### config.mk
export PLATFORM = sky130hd
export DESIGN_NAME = address_read_flat
export DESIGN_NICKNAME = d
export VERILOG_FILES = /design/src/rtl/address_read_if.sv /design/src/rtl/address_read.sv /design/src/flat_wrapper.sv
export SDC_FILE = /design/constraint.sdc
export NUM_CORES = 1
export LEC_CHECK = 0
export CAP_MARGIN = 10
export CELL_PAD_IN_SITES_DETAIL_PLACEMENT = 0
export CELL_PAD_IN_SITES_GLOBAL_PLACEMENT = 1
export CORE_ASPECT_RATIO = 1.1
export CORE_MARGIN = 4
export CORE_UTILIZATION = 44
export CTS_BUF_LIST = sky130_fd_sc_hd__clkbuf_8
export DETAILED_ROUTE_END_ITERATION = 10
export PLACE_DENSITY_LB_ADDON = 0.2
export SLEW_MARGIN = 40
export SYNTH_ARGS = -nofsm -noshare
export SYNTH_HDL_FRONTEND = slang
export SYNTH_SLANG_ARGS = --single-unit
### constraint.sdc
create_clock -name clk_sys -period 5.1 [get_ports clk_sys]
set_input_delay 0.765 -clock clk_sys [delete_from_list [all_inputs] [get_ports clk_sys]]
set_output_delay 0.765 -clock clk_sys [all_outputs]
set_load 0.02 [all_outputs]
### src/rtl/address_read_if.sv
// Request/ack and free-bufid FIFO bundle for the buffer-ID allocator.
// The allocator owns the slave modport; requesters and the FIFO own the master.
interface address_read_if;
    logic [8:0]  iv_bufid_req;
    logic [8:0]  ov_bufid_ack;
    logic [8:0]  ov_bufid;
    logic        o_bufid_fifo_rd;
    logic [8:0]  iv_bufid_fifo_rdata;
    logic        i_bufid_fifo_empty;
    logic [8:0]  iv_bufid_fifo_usedw;
    logic        o_bufid_low;
    logic [15:0] ov_alloc_cnt;
    logic [1:0]  ov_address_read_state;

    modport slave (
        input  iv_bufid_req, iv_bufid_fifo_rdata, i_bufid_fifo_empty, iv_bufid_fifo_usedw,
        output ov_bufid_ack, ov_bufid, o_bufid_fifo_rd, o_bufid_low, ov_alloc_cnt,
        output ov_address_read_state
    );

    modport master (
        output iv_bufid_req, iv_bufid_fifo_rdata, i_bufid_fifo_empty, iv_bufid_fifo_usedw,
        input  ov_bufid_ack, ov_bufid, o_bufid_fifo_rd, o_bufid_low, ov_alloc_cnt,
        input  ov_address_read_state
    );
endinterface

### src/rtl/address_read.sv
// Buffer-ID allocator: pops free IDs from the free-bufid FIFO and grants them
// round-robin to ports p0..p8, one allocation per 4-cycle slot.
module address_read #(
    parameter int LOW_WM = 16
) (
    input  logic         clk_sys,
    input  logic         reset_n,
    address_read_if.slave bus
);
    typedef enum logic [1:0] {
        IDLE_S = 2'd0,
        RD_S   = 2'd1,
        CAP_S  = 2'd2,
        ACK_S  = 2'd3
    } state_t;

    state_t      state, state_nxt;
    logic [3:0]  rr_ptr, rr_nxt;
    logic [3:0]  grant_port, grant_nxt;
    logic [8:0]  ack, ack_nxt;
    logic [8:0]  bufid, bufid_nxt;
    logic        fifo_rd, fifo_rd_nxt;
    logic [15:0] alloc_cnt, alloc_cnt_nxt;
    logic        bufid_low;

    logic [3:0]  sel;
    logic        found;
    logic [4:0]  idx;

    // Search order starts at rr_ptr and wraps 8 -> 0; first requester wins.
    always_comb begin
        sel   = 4'd0;
        found = 1'b0;
        idx   = 5'd0;
        for (int k = 0; k < 9; k++) begin
            idx = {1'b0, rr_ptr} + 5'(k);
            if (idx >= 5'd9) idx = idx - 5'd9;
            if (!found && bus.iv_bufid_req[idx[3:0]]) begin
                found = 1'b1;
                sel   = idx[3:0];
            end
        end
    end

    always_comb begin
        state_nxt     = state;
        rr_nxt        = rr_ptr;
        grant_nxt     = grant_port;
        ack_nxt       = ack;
        bufid_nxt     = bufid;
        fifo_rd_nxt   = 1'b0;
        alloc_cnt_nxt = alloc_cnt;
        case (state)
            IDLE_S: begin
                if (found && !bus.i_bufid_fifo_empty) begin
                    grant_nxt   = sel;
                    fifo_rd_nxt = 1'b1;
                    state_nxt   = RD_S;
                end
            end
            RD_S: state_nxt = CAP_S;
            CAP_S: begin
                // FIFO data is valid one cycle after the strobe; empty is ignored here.
                bufid_nxt     = bus.iv_bufid_fifo_rdata;
                ack_nxt       = 9'b1 << grant_port;
                rr_nxt        = (grant_port == 4'd8) ? 4'd0 : grant_port + 4'd1;
                alloc_cnt_nxt = alloc_cnt + 16'd1;
                state_nxt     = ACK_S;
            end
            ACK_S: begin
                // Guard cycle: lets the acked port drop its request before re-arbitration.
                ack_nxt   = 9'd0;
                state_nxt = IDLE_S;
            end
            default: begin
                ack_nxt     = 9'd0;
                fifo_rd_nxt = 1'b0;
                state_nxt   = IDLE_S;
            end
        endcase
    end

    always_ff @(posedge clk_sys or negedge reset_n) begin
        if (!reset_n) begin
            state      <= IDLE_S;
            rr_ptr     <= 4'd0;
            grant_port <= 4'd0;
            ack        <= 9'd0;
            bufid      <= 9'd0;
            fifo_rd    <= 1'b0;
            alloc_cnt  <= 16'd0;
        end else begin
            state      <= state_nxt;
            rr_ptr     <= rr_nxt;
            grant_port <= grant_nxt;
            ack        <= ack_nxt;
            bufid      <= bufid_nxt;
            fifo_rd    <= fifo_rd_nxt;
            alloc_cnt  <= alloc_cnt_nxt;
        end
    end

    always_ff @(posedge clk_sys or negedge reset_n) begin
        if (!reset_n) bufid_low <= 1'b1;
        else          bufid_low <= bus.i_bufid_fifo_empty ||
                                   (32'(bus.iv_bufid_fifo_usedw) < LOW_WM);
    end

    assign bus.ov_bufid_ack          = ack;
    assign bus.ov_bufid              = bufid;
    assign bus.o_bufid_fifo_rd       = fifo_rd;
    assign bus.o_bufid_low           = bufid_low;
    assign bus.ov_alloc_cnt          = alloc_cnt;
    assign bus.ov_address_read_state = state;
endmodule

### src/flat_wrapper.sv
// flat-port wrapper written by rule: the top's interface ports become plain ports
module address_read_flat 
#(
    parameter int LOW_WM = 16
)
  (clk_sys, reset_n, bus_iv_bufid_req, bus_iv_bufid_fifo_rdata, bus_i_bufid_fifo_empty, bus_iv_bufid_fifo_usedw, bus_ov_bufid_ack, bus_ov_bufid, bus_o_bufid_fifo_rd, bus_o_bufid_low, bus_ov_alloc_cnt, bus_ov_address_read_state);
  address_read_if bus_i ();
  input  logic clk_sys;
  input  logic reset_n;
  input wire logic [$bits(bus_i.iv_bufid_req)-1:0] bus_iv_bufid_req;
  input wire logic [$bits(bus_i.iv_bufid_fifo_rdata)-1:0] bus_iv_bufid_fifo_rdata;
  input wire logic [$bits(bus_i.i_bufid_fifo_empty)-1:0] bus_i_bufid_fifo_empty;
  input wire logic [$bits(bus_i.iv_bufid_fifo_usedw)-1:0] bus_iv_bufid_fifo_usedw;
  output wire logic [$bits(bus_i.ov_bufid_ack)-1:0] bus_ov_bufid_ack;
  output wire logic [$bits(bus_i.ov_bufid)-1:0] bus_ov_bufid;
  output wire logic [$bits(bus_i.o_bufid_fifo_rd)-1:0] bus_o_bufid_fifo_rd;
  output wire logic [$bits(bus_i.o_bufid_low)-1:0] bus_o_bufid_low;
  output wire logic [$bits(bus_i.ov_alloc_cnt)-1:0] bus_ov_alloc_cnt;
  output wire logic [$bits(bus_i.ov_address_read_state)-1:0] bus_ov_address_read_state;
  assign bus_i.iv_bufid_req = bus_iv_bufid_req;
  assign bus_i.iv_bufid_fifo_rdata = bus_iv_bufid_fifo_rdata;
  assign bus_i.i_bufid_fifo_empty = bus_i_bufid_fifo_empty;
  assign bus_i.iv_bufid_fifo_usedw = bus_iv_bufid_fifo_usedw;
  assign bus_ov_bufid_ack = bus_i.ov_bufid_ack;
  assign bus_ov_bufid = bus_i.ov_bufid;
  assign bus_o_bufid_fifo_rd = bus_i.o_bufid_fifo_rd;
  assign bus_o_bufid_low = bus_i.o_bufid_low;
  assign bus_ov_alloc_cnt = bus_i.ov_alloc_cnt;
  assign bus_ov_address_read_state = bus_i.ov_address_read_state;
  address_read #(.LOW_WM(LOW_WM)) u_core (.clk_sys(clk_sys), .reset_n(reset_n), .bus(bus_i));
endmodule
==> qor.log <==
INFO  global_route   grt_antenna_before_repair=0
INFO  sta            hold-worst-slack=0.453ns
INFO  yosys          asyncSetResetFlopFracSynth=100%
INFO  detailed_routing dr_wl_met2=8.69mm
INFO  critical_path  worst_path_dominant_cell_family=compound AO/OA/AOI/OAI gates
INFO  cts            cts-resized-gates=0
INFO  detailed_routing drt-met1-wl=7.56mm
INFO  detailed_routing postRouteAntennaNets=0
INFO  detailed_routing drt_pre_antenna_iters=5
INFO  global_route   grtUsageTotal=24.5%
INFO  sta            clock.fmax=0.212GHz
INFO  critical_path  startpoint=u_core.rr_ptr[1]
INFO  final_layout   layout.nets=808
INFO  yosys          yosysWarningCount=0
INFO  sta            final-setup-viol-count=0
INFO  detailed_routing via_count=5,605
INFO  detailed_routing wl_met3=1.14mm
INFO  sta            timing_worst_slew_pin_value=0.721ns
INFO  critical_path  timing.critical_path.buf_inv=4
INFO  global_route   gr-total-overflow=0
INFO  yosys          yosys_register_bits=46
INFO  detailed_routing routed_wire_per_std_cell=20.1um
INFO  cts            clock-root-buffer=sky130_fd_sc_hd__clkbuf_8
INFO  critical_path  cp_data_arrival_time=4.91ns
INFO  final_layout   layout-drive-gt1-share=12.3%
INFO  final_layout   antenna_cells_inserted=0
INFO  min_path       holdCritPathClass=in2async
INFO  critical_path  worstRegToRegCells=16
INFO  yosys          synth_sequential_area_ratio=20.6%
INFO  yosys          mappedNetlistArea=5600um2
INFO  final_layout   multiInputGateArea=4110um2
INFO  cts            cts_setup_buffers=0
INFO  placement      numPlacedInstances=894
INFO  critical_path  worstPathMaxFanout=9
INFO  detailed_routing maxUsedRoutingLayer=met4
INFO  yosys          synth_enable_flop_cells=0
INFO  critical_path  critical_path.reg2reg.endpoint=u_core.grant_port[0]
INFO  yosys          yosys_most_used_dff=sky130_fd_sc_hd__dfrtp_1
INFO  sta            timing_max_transition_violations_final=0
INFO  placement      portbufs=63
INFO  global_route   grt_pass1_vias=5,321
INFO  cts            cts.clk_slew.worst_paths=0.08ns
INFO  final_layout   post_layout_nonfiller_instances=902
INFO  cts            cts.sinks=46
INFO  cts            postCtsHoldBufs=0
INFO  critical_path  slowest_stage=sky130_fd_sc_hd__or4b_1
INFO  floorplanning  die_y=126um
INFO  placement      place.detailed.hpwl=13.9mm
INFO  critical_path  regToRegStartpoint=u_core.rr_ptr[1]
INFO  cts            cts_buffers=5
INFO  global_route   grt_max_degree=47
INFO  floorplanning  core.rowCount=42
INFO  sta            timing.final.crit_share=92.3%
INFO  placement      pre_cts_worst_setup_slack=0.512ns
INFO  cts            cts_tree=yes
INFO  critical_path  timing.critical_path.slowest_cell_delay=0.59ns
INFO  final_layout   seqCellArea=1150um2
INFO  run_status     run_status=complete, no violations
INFO  critical_path  reg2reg_setup_slack=0.39ns
INFO  detailed_routing detail_route.vias_per_cell=6.21
INFO  critical_path  setup_crit_end_kind=flip-flop
INFO  critical_path  timing.critical_path.cells=inv_1 > buf_4 > ha_1 > buf_4 > nor2b_1 > o21ai_1 > o211ai_1 > xnor2_1 > nor4b_1 > a311oi_1 > nand4_2 > or4b_1 > buf_4 > a211oi_1 > a211oi_1 > o31ai_1
INFO  critical_path  most_used_cell_along_the_critical_path=sky130_fd_sc_hd__buf_4
INFO  sta            slew_headroom=51.5%
INFO  critical_path  cp-start-kind=flip-flop
INFO  sta            final-hold-violation-count=0
INFO  cts            ctsLongestPathBuffers=2
INFO  floorplanning  start_util=45.7%
INFO  placement      finalWeightedCongestion=0.996
INFO  yosys          synth_cell_type_count=95
INFO  sta            final.setup_skew=0.00708ns
INFO  detailed_routing wirelength=18.2mm
INFO  yosys          postSynthAreaPerCell=8.06um2
INFO  flow_run       maxCapViolCount=0
INFO  sta            setup-tns-final=0ns
INFO  final_layout   layout.filler_cells=1,166
INFO  detailed_routing drc=0
INFO  critical_path  cp_data_required_time=5.30ns
INFO  yosys          synthesis.nets=755
INFO  critical_path  path_class=reg2reg
INFO  final_layout   area_growth=16.3%
INFO  sta            min_clock_period_post_route=4.71ns
INFO  floorplanning  die-area=14,600um2
INFO  cts            h-tree-depth=2
INFO  sta            postLayoutSetupSlackWorst=0.391ns
INFO  yosys          syn_inst_count=694
INFO  floorplanning  top_level_ports=68
INFO  detailed_routing dr.first_iter.drc_count=680
INFO  floorplanning  floorplan.die.width=116um
INFO  global_route   grt_pass1_wl=28.5mm
INFO  cts            insertion_delay=0.30ns
INFO  floorplanning  floorplan.core_area=12,200um2
INFO  sta            rsz0062_at_grt=no
sequential cells by signal, indices dropped and copies added, names as in the netlist:
register,cells
u_core.rr_ptr,4
u_core.bus.o_bufid_fifo_rd,1
u_core.bus.ov_bufid,9
u_core.bus.ov_address_read_state,2
u_core.bus.o_bufid_low,1
u_core.bus.ov_bufid_ack,9
u_core.grant_port,4
u_core.bus.ov_alloc_cnt,16
kinds of logic after synthesis:
family / share of synthesized area [%]
simple gates: 25.1
compound gates: 25.7
xor+xnor: 5.48
buf+inv: 6.04
fa+ha+maj: 6.93
flops: 20.6
mux: 10.2
synth_stat cells, types with 6 or more instances:
library cell,instances,area [um2]
sky130_fd_sc_hd__or3_1,8,50.1
sky130_fd_sc_hd__and2_1,8,50.1
sky130_fd_sc_hd__nor2_1,40,150
sky130_fd_sc_hd__and3_1,12,75.1
sky130_fd_sc_hd__a211oi_1,9,67.6
sky130_fd_sc_hd__nand2_1,62,233
sky130_fd_sc_hd__o21ai_0,32,160
sky130_fd_sc_hd__a21o_1,7,52.6
sky130_fd_sc_hd__inv_1,20,75.1
sky130_fd_sc_hd__mux2i_1,25,250
sky130_fd_sc_hd__buf_4,6,45.0
sky130_fd_sc_hd__nor2b_1,12,75.1
sky130_fd_sc_hd__buf_2,14,70.1
sky130_fd_sc_hd__a31oi_1,10,62.6
sky130_fd_sc_hd__nor3b_1,6,45.0
sky130_fd_sc_hd__a21oi_1,47,235
sky130_fd_sc_hd__ha_1,31,388
sky130_fd_sc_hd__clkbuf_1,19,71.3
sky130_fd_sc_hd__o31ai_1,7,52.6
sky130_fd_sc_hd__nand3_1,27,135
sky130_fd_sc_hd__nand4_1,9,56.3
sky130_fd_sc_hd__nand2b_1,22,138
sky130_fd_sc_hd__xnor2_1,31,272
sky130_fd_sc_hd__nor3_1,21,105
sky130_fd_sc_hd__o211ai_1,8,60.1
sky130_fd_sc_hd__mux2_2,18,203
sky130_fd_sc_hd__o32ai_1,6,52.6
sky130_fd_sc_hd__dfrtp_1,45,1130
cell usage in the layout (no fill, tap or decap), types with 7 or more instances in the layout:
master                            instances
sky130_fd_sc_hd__a211oi_1                 9
sky130_fd_sc_hd__a21o_1                   7
sky130_fd_sc_hd__a21oi_1                 47
sky130_fd_sc_hd__a31oi_1                 10
sky130_fd_sc_hd__and2_1                   8
sky130_fd_sc_hd__and3_1                  12
sky130_fd_sc_hd__buf_4                   31
sky130_fd_sc_hd__clkdlybuf4s50_1         62
sky130_fd_sc_hd__dfrtp_1                 44
sky130_fd_sc_hd__ha_1                    31
sky130_fd_sc_hd__inv_1                   21
sky130_fd_sc_hd__mux2_2                  18
sky130_fd_sc_hd__mux2i_1                 25
sky130_fd_sc_hd__nand2_1                 62
sky130_fd_sc_hd__nand2b_1                22
sky130_fd_sc_hd__nand3_1                 27
sky130_fd_sc_hd__nand4_1                  9
sky130_fd_sc_hd__nor2_1                  40
sky130_fd_sc_hd__nor2b_1                 12
sky130_fd_sc_hd__nor3_1                  21
sky130_fd_sc_hd__o211ai_1                 8
sky130_fd_sc_hd__o21ai_0                 32
sky130_fd_sc_hd__o31ai_1                  7
sky130_fd_sc_hd__or3_1                    8
sky130_fd_sc_hd__xnor2_1                 31
worst register-to-register path: stages, from the launching register on:
cell and delay (ns):
sky130_fd_sc_hd__dfrtp_1 0.50, sky130_fd_sc_hd__inv_1 0.20, sky130_fd_sc_hd__buf_4 0.21, sky130_fd_sc_hd__ha_1 0.34, sky130_fd_sc_hd__buf_4 0.19, sky130_fd_sc_hd__nor2b_1 0.16, sky130_fd_sc_hd__o21ai_1 0.25, sky130_fd_sc_hd__o211ai_1 0.21
sky130_fd_sc_hd__xnor2_1 0.18, sky130_fd_sc_hd__nor4b_1 0.18, sky130_fd_sc_hd__a311oi_1 0.53, sky130_fd_sc_hd__nand4_2 0.24, sky130_fd_sc_hd__or4b_1 0.59, sky130_fd_sc_hd__buf_4 0.21, sky130_fd_sc_hd__a211oi_1 0.23, sky130_fd_sc_hd__a211oi_1 0.10
sky130_fd_sc_hd__o31ai_1 0.28
through the flow:
stage,utilization [%],instance area [um2]
6_report,53.1,6510
5_1_grt,53.1,6510
4_1_cts,53.1,6510
3_5_place_dp,52.2,6400
3_3_place_gp,52.2,6390
2_1_floorplan,-,5600
per-layer routing:
metal,vias up,GRT usage [%]
li1,2679,-
met1,2628,31.3
met2,248,41.8
met3,50,1.82
met4,0,10.8
met5,-,0
how the worst max path moves through the flow:
stage / slack, ns / cells after the start / endpoint
after floorplan: 0.65 / 18 / u_core.bus.ov_address_read_state[1]
after global placement: 0.56 / 15 / u_core.bus.ov_address_read_state[1]
after detailed placement: 0.51 / 13 / u_core.grant_port[0]
after CTS: 0.49 / 16 / u_core.grant_port[0]
after global routing: 0.17 / 15 / u_core.grant_port[0]
final: 0.39 / 16 / u_core.grant_port[0]
final cells by class:
type | instances | area share (%)
inverter | 24 | 1.38
clock inverter | 3 | 0.635
clock buffer | 5 | 1.06
tap | 154 | 2.96
sequential | 46 | 17.7
timing repair buffer | 93 | 13.1
multi-input combinational | 577 | 63.1
Power is left out: the tool's default activity adds up to more than one toggle a clock period on the data nets, which glitch-free logic cannot reach.
